<file path="config.mk">
export PLATFORM = sky130hd
export DESIGN_NAME = uart_ram_loader_flat
export DESIGN_NICKNAME = d
export VERILOG_FILES = /design/src/rtl/uart_loader_pkg.sv /design/src/rtl/uart_ram_loader_if.sv /design/src/rtl/uart_rx_byte.sv /design/src/rtl/uart_ram_loader.sv /design/src/flat_wrapper.sv
export SDC_FILE = /design/constraint.sdc
export NUM_CORES = 1
export LEC_CHECK = 0
export CORE_MARGIN = 2
export CORE_UTILIZATION = 55
export DETAILED_ROUTE_END_ITERATION = 10
export PLACE_DENSITY_LB_ADDON = 0.15
export REMOVE_ABC_BUFFERS = 1
export SETUP_SLACK_MARGIN = 0.2
export SYNTH_ARGS = -nofsm -noshare
export SYNTH_HDL_FRONTEND = slang
export SYNTH_HIERARCHICAL = 1
export SYNTH_SLANG_ARGS = --single-unit
</file>
<file path="constraint.sdc">
create_clock -name clk -period 4.67 [get_ports clk]
set_input_delay 0.467 -clock clk [delete_from_list [all_inputs] [get_ports clk]]
set_output_delay 0.467 -clock clk [all_outputs]
set_load 0.005 [all_outputs]
</file>
<file path="src/rtl/uart_loader_pkg.sv">
// Shared types and constants for the UART-to-RAM program loader.
package uart_loader_pkg;

    typedef enum logic [1:0] {IDLE, START, DATA, STOP} rx_state_e;

    localparam int BYTES_PER_WORD       = 4;
    localparam int BYTE_IDX_W           = $clog2(BYTES_PER_WORD);
    localparam int DEFAULT_CLKS_PER_BIT = 868;

endpackage

</file>
<file path="src/rtl/uart_ram_loader_if.sv">
// RAM second write port (addr2/dataIn2/wEn2) driven by the loader.
interface uart_ram_loader_if #(parameter int ADDR_WIDTH = 12);

    logic                  write_en;
    logic [ADDR_WIDTH-1:0] write_addr;
    logic [31:0]           write_data;

    modport master (output write_en, write_addr, write_data);
    modport slave  (input  write_en, write_addr, write_data);

endinterface

</file>
<file path="src/rtl/uart_rx_byte.sv">
// 8N1 UART receiver: 2-flop synchroniser plus mid-bit sampling FSM.
// rx_valid/frame_err are single-cycle strobes on the stop-bit sample edge.
module uart_rx_byte
    import uart_loader_pkg::*;
#(
    parameter int CLKS_PER_BIT = DEFAULT_CLKS_PER_BIT
) (
    input  logic       clk,
    input  logic       reset,
    input  logic       serial_in,
    output logic [7:0] rx_byte,
    output logic       rx_valid,
    output logic       frame_err,
    output logic       rx_busy
);

    localparam int             CNT_W     = $clog2(CLKS_PER_BIT);
    localparam logic [CNT_W-1:0] HALF_LAST = CNT_W'(CLKS_PER_BIT / 2 - 1);
    localparam logic [CNT_W-1:0] BIT_LAST  = CNT_W'(CLKS_PER_BIT - 1);

    logic [1:0]       sync_ff;
    logic             rx_line;
    rx_state_e        state, state_n;
    logic [CNT_W-1:0] cnt;
    logic [2:0]       bit_idx;
    logic [7:0]       rx_shift;
    logic             bit_end;

    assign rx_line = sync_ff[1];
    assign bit_end = (cnt == BIT_LAST);

    always_comb begin
        state_n = state;
        case (state)
            IDLE:  if (!rx_line) state_n = START;
            // A line that is back high at mid-start-bit is treated as noise.
            START: if (cnt == HALF_LAST) state_n = rx_line ? IDLE : DATA;
            DATA:  if (bit_end && bit_idx == 3'd7) state_n = STOP;
            STOP:  if (bit_end) state_n = IDLE;
            default: state_n = IDLE;
        endcase
    end

    assign rx_valid  = (state == STOP) && bit_end && rx_line;
    assign frame_err = (state == STOP) && bit_end && !rx_line;
    assign rx_byte   = rx_shift;
    assign rx_busy   = (state != IDLE);

    always_ff @(posedge clk) begin
        if (reset) begin
            sync_ff  <= 2'b11;
            state    <= IDLE;
            cnt      <= '0;
            bit_idx  <= '0;
            rx_shift <= '0;
        end else begin
            sync_ff <= {sync_ff[0], serial_in};
            state   <= state_n;
            if (state == IDLE || state_n != state || (state == DATA && bit_end))
                cnt <= '0;
            else
                cnt <= cnt + 1'b1;
            if (state == IDLE)
                bit_idx <= '0;
            if (state == DATA && bit_end) begin
                rx_shift <= {rx_line, rx_shift[7:1]};
                bit_idx  <= bit_idx + 3'd1;
            end
        end
    end

endmodule

</file>
<file path="src/rtl/uart_ram_loader.sv">
// Serial program loader: packs UART bytes little-endian into 32-bit RAM writes.
// Define UART_LOADER_TIMEOUT_EN to drop a partial word after TIMEOUT_CLKS idle cycles.
module uart_ram_loader
    import uart_loader_pkg::*;
#(
    parameter int CLKS_PER_BIT = DEFAULT_CLKS_PER_BIT,
    parameter int ADDR_WIDTH   = 12,
    parameter int TIMEOUT_CLKS = 1000000
) (
    input  logic                  clk,
    input  logic                  reset,
    input  logic                  serial_in,
    input  logic                  set_addr,
    input  logic [ADDR_WIDTH-1:0] start_addr,
    uart_ram_loader_if.master     ram,
    output logic [7:0]            last_byte,
    output logic                  byte_valid,
    output logic                  err,
    output logic                  busy
);

    localparam logic [BYTE_IDX_W-1:0] LAST_IDX = BYTE_IDX_W'(BYTES_PER_WORD - 1);

    if (CLKS_PER_BIT < 4 || TIMEOUT_CLKS < 1) begin : g_param_chk
        $error("uart_ram_loader: CLKS_PER_BIT must be >= 4 and TIMEOUT_CLKS >= 1");
    end

    logic [7:0]            rx_byte;
    logic                  rx_valid, frame_err, rx_busy;
    logic [BYTE_IDX_W-1:0] byte_idx;
    logic [23:0]           word_lo;
    logic [ADDR_WIDTH-1:0] ptr;
    logic                  we_q;
    logic [31:0]           wdata_q;
    logic                  drop_partial;

    uart_rx_byte #(.CLKS_PER_BIT(CLKS_PER_BIT)) u_rx (
        .clk       (clk),
        .reset     (reset),
        .serial_in (serial_in),
        .rx_byte   (rx_byte),
        .rx_valid  (rx_valid),
        .frame_err (frame_err),
        .rx_busy   (rx_busy)
    );

`ifdef UART_LOADER_TIMEOUT_EN
    localparam int            TO_W    = $clog2(TIMEOUT_CLKS + 1);
    localparam logic [TO_W-1:0] TO_LAST = TO_W'(TIMEOUT_CLKS - 1);
    logic [TO_W-1:0] idle_cnt;

    always_ff @(posedge clk) begin
        if (reset || rx_busy || byte_idx == '0 || set_addr)
            idle_cnt <= '0;
        else
            idle_cnt <= idle_cnt + 1'b1;
    end

    assign drop_partial = (idle_cnt == TO_LAST) && !rx_busy && (byte_idx != '0);
`else
    assign drop_partial = 1'b0;
`endif

    assign ram.write_en   = we_q;
    assign ram.write_addr = ptr;
    assign ram.write_data = wdata_q;
    assign busy           = rx_busy || (byte_idx != '0);

    always_ff @(posedge clk) begin
        if (reset) begin
            byte_idx   <= '0;
            word_lo    <= '0;
            ptr        <= '0;
            we_q       <= 1'b0;
            wdata_q    <= '0;
            last_byte  <= '0;
            byte_valid <= 1'b0;
            err        <= 1'b0;
        end else begin
            we_q       <= 1'b0;
            byte_valid <= rx_valid;
            if (rx_valid)  last_byte <= rx_byte;
            if (frame_err) err       <= 1'b1;
            // set_addr outranks both the pointer bump and a completing byte.
            if (set_addr) begin
                ptr      <= start_addr;
                byte_idx <= '0;
            end else begin
                if (we_q) ptr <= ptr + 1'b1;
                if (rx_valid) begin
                    if (byte_idx == LAST_IDX) begin
                        we_q     <= 1'b1;
                        wdata_q  <= {rx_byte, word_lo};
                        byte_idx <= '0;
                    end else begin
                        word_lo[8*byte_idx +: 8] <= rx_byte;
                        byte_idx <= byte_idx + 1'b1;
                    end
                end else if (drop_partial) begin
                    byte_idx <= '0;
                end
            end
        end
    end

endmodule
</file>
<file path="src/flat_wrapper.sv">
// flat-port wrapper written by rule: the top's interface ports become plain ports
module uart_ram_loader_flat import uart_loader_pkg::*;
#(
    parameter int CLKS_PER_BIT = DEFAULT_CLKS_PER_BIT,
    parameter int ADDR_WIDTH   = 12,
    parameter int TIMEOUT_CLKS = 1000000
)
  (clk, reset, serial_in, set_addr, start_addr, last_byte, byte_valid, err, busy, ram_write_en, ram_write_addr, ram_write_data);
  uart_ram_loader_if #(.ADDR_WIDTH(ADDR_WIDTH)) ram_i ();
  input  logic clk;
  input  logic reset;
  input  logic serial_in;
  input  logic set_addr;
  input  logic [ADDR_WIDTH-1:0] start_addr;
  output logic [7:0] last_byte;
  output logic byte_valid;
  output logic err;
  output logic busy;
  output wire logic [$bits(ram_i.write_en)-1:0] ram_write_en;
  output wire logic [$bits(ram_i.write_addr)-1:0] ram_write_addr;
  output wire logic [$bits(ram_i.write_data)-1:0] ram_write_data;
  assign ram_write_en = ram_i.write_en;
  assign ram_write_addr = ram_i.write_addr;
  assign ram_write_data = ram_i.write_data;
  uart_ram_loader #(.CLKS_PER_BIT(CLKS_PER_BIT), .ADDR_WIDTH(ADDR_WIDTH), .TIMEOUT_CLKS(TIMEOUT_CLKS)) u_core (.clk(clk), .reset(reset), .serial_in(serial_in), .set_addr(set_addr), .start_addr(start_addr), .ram(ram_i), .last_byte(last_byte), .byte_valid(byte_valid), .err(err), .busy(busy));
endmodule
</file>
==> results by group, run 1 <==
Synth
  • Most area-hungry cell type in the Yosys netlist: dfxtp_1
  • Syn Inst Count: 500
  • Ys async rst share: 0
  • Netlist cell types: 54
  • Dominant cells by area after synthesis: dfxtp_1 47%, nand2_1 8.4%, a21oi_1 5.6%
  • Dominant synthesized flop cell: dfxtp_1
  • Synthesized area: 4483 um^2
  • EDFF count, synth: 0
  • Synth warn: 6
  • Top cell type's share of synthesized area: 0.4733
  • Register bit total from synthesis: 106
  • Seq/Total Area, Yosys: 0.4733
  • Syn avg cell area: 8.966 um^2

Global route
  • First-pass GRT wire length: 15.97 mm
  • GR Util All Layers: 0.2270
  • Vias in the first global route: 3436
  • Initial antenna violation count: 0
  • Total gr overflow: 0
  • Largest net degree at the start of global routing: 51

Critical path
  • WP data required: 4.96 ns
  • Crit path launch type: register
  • Critical path peak fanout: 32
  • Crit path capture type: register
  • Crit path DAT: 3.65 ns
  • WS Path Type: reg -> reg

Route
  • Drt pass-1 iters: 4
  • DRT iter0 DRCs: 175
  • Post-route ant nets: 0
  • Post-route DRC: 0
  • WL final: 9.602 mm
  • WL per Instance: 14.59 um
  • Via count: 3699
  • Via/cell ratio: 5.622

Clock network
  • Post-CTS sizing: 0
  • CTS tree: yes
  • Clock Sinks: 106
  • Skew-Pair Late Insertion Delay: 0.38 ns
  • Cts hold-fix bufs: 0
  • CTS root buffer: clkbuf_8
  • Setup bufs post-CTS: 0
  • Clk buf depth: 2
  • Num CTS Buffers: 9
  • Clock slew at reported path FFs: 0.11 ns
  • H-tree lvl count: 3

Final layout
  • Antenna Cells: 0
  • Layout cells sized above 1: 0.05935
  • Nets: 577
  • Final Non-Filler Cells: 658
  • Fin area: 5350 um^2
  • Area growth from synthesis to final layout: 19.34%

STA
  • Endpoints failing hold: 0
  • Worst slew margin: 0.2260
  • Min cycle time layout: 3.354 ns
  • Worst slew pin tran: 1.161 ns
  • Final Skew: 0.01301 ns
  • Final period util: 0.7182
  • RSZ-0062 raised after global routing: no
  • Final Slew Violations: 0
  • Final setup fails: 0
  • Fmax: 298.2 MHz
  • Fin Setup TNS: 0 ns
  • Hold Slack: 0.4259 ns

Floorplanning
  • Die Area: 8889 um^2
  • Core footprint: 7807 um^2
  • Die height: 94.28 um
  • Die span in x: 94.28 um
  • Initial Util: 0.5742
  • Row count: 32
  • IO Pins: 72

Placed design
  • Buffers on Ports: 71
  • Placed instance count: 642
  • GPL Wtd Cong: 0.8038
  • DP Area: 5157 um^2
  • Post-detail-place hpwl: 6.631 mm

Hold path
  • Hold WC Path Type: reg -> reg

Status
  • Status: completed

Power and ir drop
  • Leakage: 0.001883 uW
  • Pwr dens: 287.8 nW/um^2
  • Peak supply drop: 0.0002581 V

Flow run
  • Max_cap viols: 0
flip-flops by register name (all words and copies together) (netlist names):
name and count:
u_core/byte_idx 2, u_core/u_rx/sync_ff 2, u_core/ram.write_en 1, u_core/u_rx/state 2
u_core/byte_valid 1, u_core/u_rx/cnt 10, u_core/word_lo 24, u_core/err 1
u_core/last_byte 8, u_core/u_rx/bit_idx 3, u_core/u_rx/rx_byte 8, u_core/ram.write_data 32
u_core/ram.write_addr 12
critical path: stages, from the launching register on:
cell and delay, ns:
dfxtp_1 0.42, ha_1 0.26, nand4bb_1 0.22, nor3_1 0.26, and4_1 0.75, and3b_1 1.04
nand2_1 0.13, a21oi_1 0.18
metrics by stage:
stage               setup WS [ns]    util  total power [uW]
finish                      1.316  0.6853              1540
global route               0.9333  0.6853              1596
CTS                         1.333  0.6853              1559
detailed placement          1.372  0.6606              1014
global placement            1.575  0.6606              1011
floorplan                   1.994       -             966.5
cell families (layout without fill, tap and decap cells):
| logic type | Yosys count | count (layout) | share of synthesized area |
|---|---|---|---|
| mux | 22 | 22 | 0.04968 |
| xor+xnor | 7 | 7 | 0.01368 |
| simple gates | 215 | 215 | 0.2537 |
| fa+ha+maj | 10 | 10 | 0.02791 |
| flops | 106 | 106 | 0.4733 |
| compound gates | 98 | 98 | 0.1354 |
| buf+inv | 42 | 98 | 0.04633 |
where the power goes:
| group | internal, uW | switching, uW | total [uW] |
|---|---|---|---|
| Combinational | 34.4 | 33.2 | 67.6 |
| Clock | 210 | 337 | 547 |
| Sequential | 912 | 13.0 | 925 |
| Total | 1160 | 383 | 1540 |
layout make-up:
cell class	instances	area, um^2
inverter	9	33.78
clock inverter	7	68.82
timing repair buffer	73	720.7
tap	102	127.6
fill	632	2457
clock buffer	9	123.9
sequential	106	2122
multi-input combinational	352	2153
Yosys cell counts, drive strengths merged (2+ instances only):
cell type	instances
dfxtp	106
nand2	100
a21oi	50
nand3	23
nor2	22
mux2i	20
clkbuf	19
buf	14
nor3b	11
ha	10
o21ai	10
inv	9
nand4	9
a21o	8
a311oi	6
a31oi	6
nor3	6
o31ai	6
or3	6
or4	6
a32oi	5
nor2b	5
and4	4
xor2	4
a211oi	3
and4bb	3
nand4bb	3
nor4bb	3
or2	3
xnor2	3
and3	2
and3b	2
mux2	2
nand3b	2
or3b	2
placed cells by master, fill, tap and decap left out, types with 8 or more instances in the layout:
cell and count:
ha_1 10, nor3b_1 11, clkdlybuf4s50_1 70, clkbuf_8 9
a21oi_1 50, mux2i_1 20, nor2_1 22, a21o_1 8
nand3_1 23, nand2_1 100, inv_1 9, dfxtp_1 106
path summary, 6_finish.rpt:
check                              start                   endpoint  depth (start not counted)  slack [ns]
hold / removal    u_core/u_rx/sync_ff[0]     u_core/u_rx/sync_ff[1]                          1        0.43
setup / recovery      u_core/u_rx/cnt[0]  u_core/ram.write_data[15]                          7        1.32
hold reg to reg   u_core/u_rx/sync_ff[0]     u_core/u_rx/sync_ff[1]                          1        0.43
setup reg to reg      u_core/u_rx/cnt[0]  u_core/ram.write_data[15]                          7        1.32
routing by layer:
layer,part of all wire,global-route usage,wire (um)
met1,0.46,0.2908,4378
met2,0.50,0.3821,4753
met3,0.035,0.04655,333
met4,0.014,0.07488,136
met5,0,0,0
Power figures use the tool's default switching activity.
==> run 2, diff against run 1 <==
CORE_UTILIZATION = 48   (was 55)
clock period = 3 ns   (was 4.67 ns; I/O delays follow)
==> results by group, run 2 (same netlist as run 1, synthesis figures left out) <==
Floorplanning
  • Row count: 35 (was 32)
  • Die span in x: 100.6 um (was 94.28 um)
  • Die Area: 10130 um^2 (was 8889 um^2)
  • Die height: 100.6 um (was 94.28 um)
  • Core footprint: 9153 um^2 (was 7807 um^2)
  • IO Pins: 72 (unchanged)
  • Initial Util: 0.4898 (was 0.5742)

Global route
  • GR Util All Layers: 0.2004 (was 0.2270)
  • Initial antenna violation count: 0 (unchanged)
  • Vias in the first global route: 3525 (was 3436)
  • First-pass GRT wire length: 16.35 mm (was 15.97 mm)
  • Total gr overflow: 0 (unchanged)
  • Largest net degree at the start of global routing: 70 (was 51)

Final layout
  • Area growth from synthesis to final layout: 21.66% (was 19.34%)
  • Fin area: 5454 um^2 (was 5350 um^2)
  • Most common cell after layout, fill and taps aside: dfxtp_1 (unchanged)
  • Max FFs per register: 32 (unchanged)
  • Nets: 582 (was 577)
  • Layout cells sized above 1: 0.06952 (was 0.05935)
  • Register area: 2122 um^2 (unchanged)
  • Final core utilization: 0.5959 (was 0.6853)
  • Area occupied by multi-input gates: 2155 um^2 (was 2153 um^2)
  • Antenna Cells: 0 (unchanged)
  • Commonest cells after routing, fill and taps aside: 106 x dfxtp_1, 100 x nand2_1, 70 x clkdlybuf4s50_1 (unchanged)
  • Final Non-Filler Cells: 672 (was 658)
  • Fillers: 843 (was 632)

Hold path
  • Hold WC Path Type: in -> reg (was reg -> reg)

STA
  • Endpoints failing hold: 0 (unchanged)
  • Fin Setup TNS: 0 ns (unchanged)
  • Final period util: 0.8518 (was 0.7182)
  • Fmax: 391.3 MHz (was 298.2 MHz)
  • Hold Slack: 0.3475 ns (was 0.4259 ns)
  • Worst slew margin: 0.5390 (was 0.2260)
  • RSZ-0062 raised after global routing: no (unchanged)
  • Min cycle time layout: 2.555 ns (was 3.354 ns)
  • Final Slew Violations: 0 (unchanged)
  • Worst slew pin tran: 0.6870 ns (was 1.161 ns)
  • Final Skew: 0.01042 ns (was 0.01301 ns)
  • Final setup fails: 0 (unchanged)

Critical path
  • WP data required: 3.31 ns (was 4.96 ns)
  • Max stage delay cell, worst path: dfxtp_1 (was and3b_1)
  • Max stage delay on crit path: 0.43 ns (was 1.04 ns)
  • Crit path DAT: 2.87 ns (was 3.65 ns)
  • Crit path capture type: register (unchanged)
  • R2R Setup Slk: 0.44 ns (was 1.32 ns)
  • WS Path Type: reg -> reg (unchanged)
  • Crit path launch type: register (unchanged)
  • Ordered list of cells on the worst path: ha_1, nand4bb_1, nor3_1, and4_2, and4bb_2, and3_1, a21o_1 (was ha_1, nand4bb_1, nor3_1, and4_1, and3b_1, nand2_1, a21oi_1)
  • Critical path peak fanout: 9 (was 32)

Placed design
  • Buffers on Ports: 71 (unchanged)
  • DP Area: 5231 um^2 (was 5157 um^2)
  • GPL Wtd Cong: 0.8755 (was 0.8038)
  • Post-detail-place hpwl: 6.657 mm (was 6.631 mm)
  • Placed instance count: 656 (was 642)

Power and ir drop
  • Leakage: 0.001934 uW (was 0.001883 uW)
  • Peak supply drop: 0.0002576 V (was 0.0002581 V)
  • Pwr dens: 455.8 nW/um^2 (was 287.8 nW/um^2)

Clock network
  • Clock slew at reported path FFs: 0.10 ns (was 0.11 ns)
  • Clock Sinks: 106 (unchanged)
  • Num CTS Buffers: 9 (unchanged)
  • CTS root buffer: clkbuf_8 (unchanged)
  • Skew-Pair Late Insertion Delay: 0.36 ns (was 0.38 ns)
  • CTS tree: yes (unchanged)
  • Clk buf depth: 2 (unchanged)
  • H-tree lvl count: 3 (unchanged)

Route
  • DRT iter0 DRCs: 162 (was 175)
  • Via count: 3761 (was 3699)
  • WL per Instance: 14.54 um (was 14.59 um)
  • Post-route DRC: 0 (unchanged)
  • Via/cell ratio: 5.597 (was 5.622)
  • Post-route ant nets: 0 (unchanged)
  • Drt pass-1 iters: 4 (unchanged)
  • WL final: 9.774 mm (was 9.602 mm)

Flow run
  • Max_cap viols: 0 (unchanged)

Status
  • Status: completed (unchanged)
==> run 2: cell types whose count changed in the layout (fill, tap and decap cells not counted), sizes merged <==
| cell | delta |
|---|---|
| buf | +5 |
| clkbuf | +3 |
| clkinv | -2 |
| inv | -2 |
| bufinv | +1 |
==> run 2: final timing paths <==
kind | end | startpoint | cells past startpoint
setup / recovery | u_core/word_lo[20] | u_core/u_rx/cnt[0] | 7
hold / removal | u_core/last_byte[6] | reset | 2
setup reg to reg | u_core/word_lo[20] | u_core/u_rx/cnt[0] | 7
hold reg to reg | u_core/u_rx/sync_ff[1] | u_core/u_rx/sync_ff[0] | 1
==> run 2: through the flow <==
stage          setup slack [ns]  power, uW
2_1_floorplan            0.3241       1505
3_3_place_gp             0.5409       1578
3_5_place_dp             0.4042       1580
4_1_cts                  0.3810       2516
5_1_grt                  0.2118       2581
6_report                 0.4446       2486
==> run 2: what timing repair did <==
| action | 4_1_cts | 5_1_grt |
|---|---|---|
| setup buffers | 0 | 0 |
| hold buffers | 0 | 0 |
| gates resized for setup | 0 | 1 |
| setup endpoints to repair | 0 | 47 |
| hold endpoints to repair | 0 | 0 |
==> run 2: final cells by class <==
class                           count  area share
Clock buffer                       12     0.03028
Inverter                            9    0.006194
Tap cell                          111     0.02546
Clock inverter                      4     0.01032
Timing Repair Buffer               78      0.1436
Multi-Input combinational cell    352      0.3950
Sequential cell                   106      0.3891
==> run 2: metal layers <==
layer  wire length [um]  GRT usage  part of all wire
met4                 80    0.04953            0.0082
met2               4772     0.3436              0.49
met3                316    0.04646             0.032
met1               4604     0.2548              0.47
met5                  0          0                 0
==> run 2: critical path, delay by kind of cell, from the launching register on <==
family,cells,cell delay [ns]
DFF,1,0.43
AOI/OAI and AO/OA,1,0.17
adders and majority gates,1,0.27
and+or+nand+nor,5,1.64
==> run 2: power breakdown <==
group / leakage, uW / switching, uW / internal [uW] / total, uW
Clock: 0.000114 / 476 / 462 / 938
Sequential: 0.000857 / 20.1 / 1420 / 1440
Combinational: 0.000963 / 52.3 / 55.3 / 108
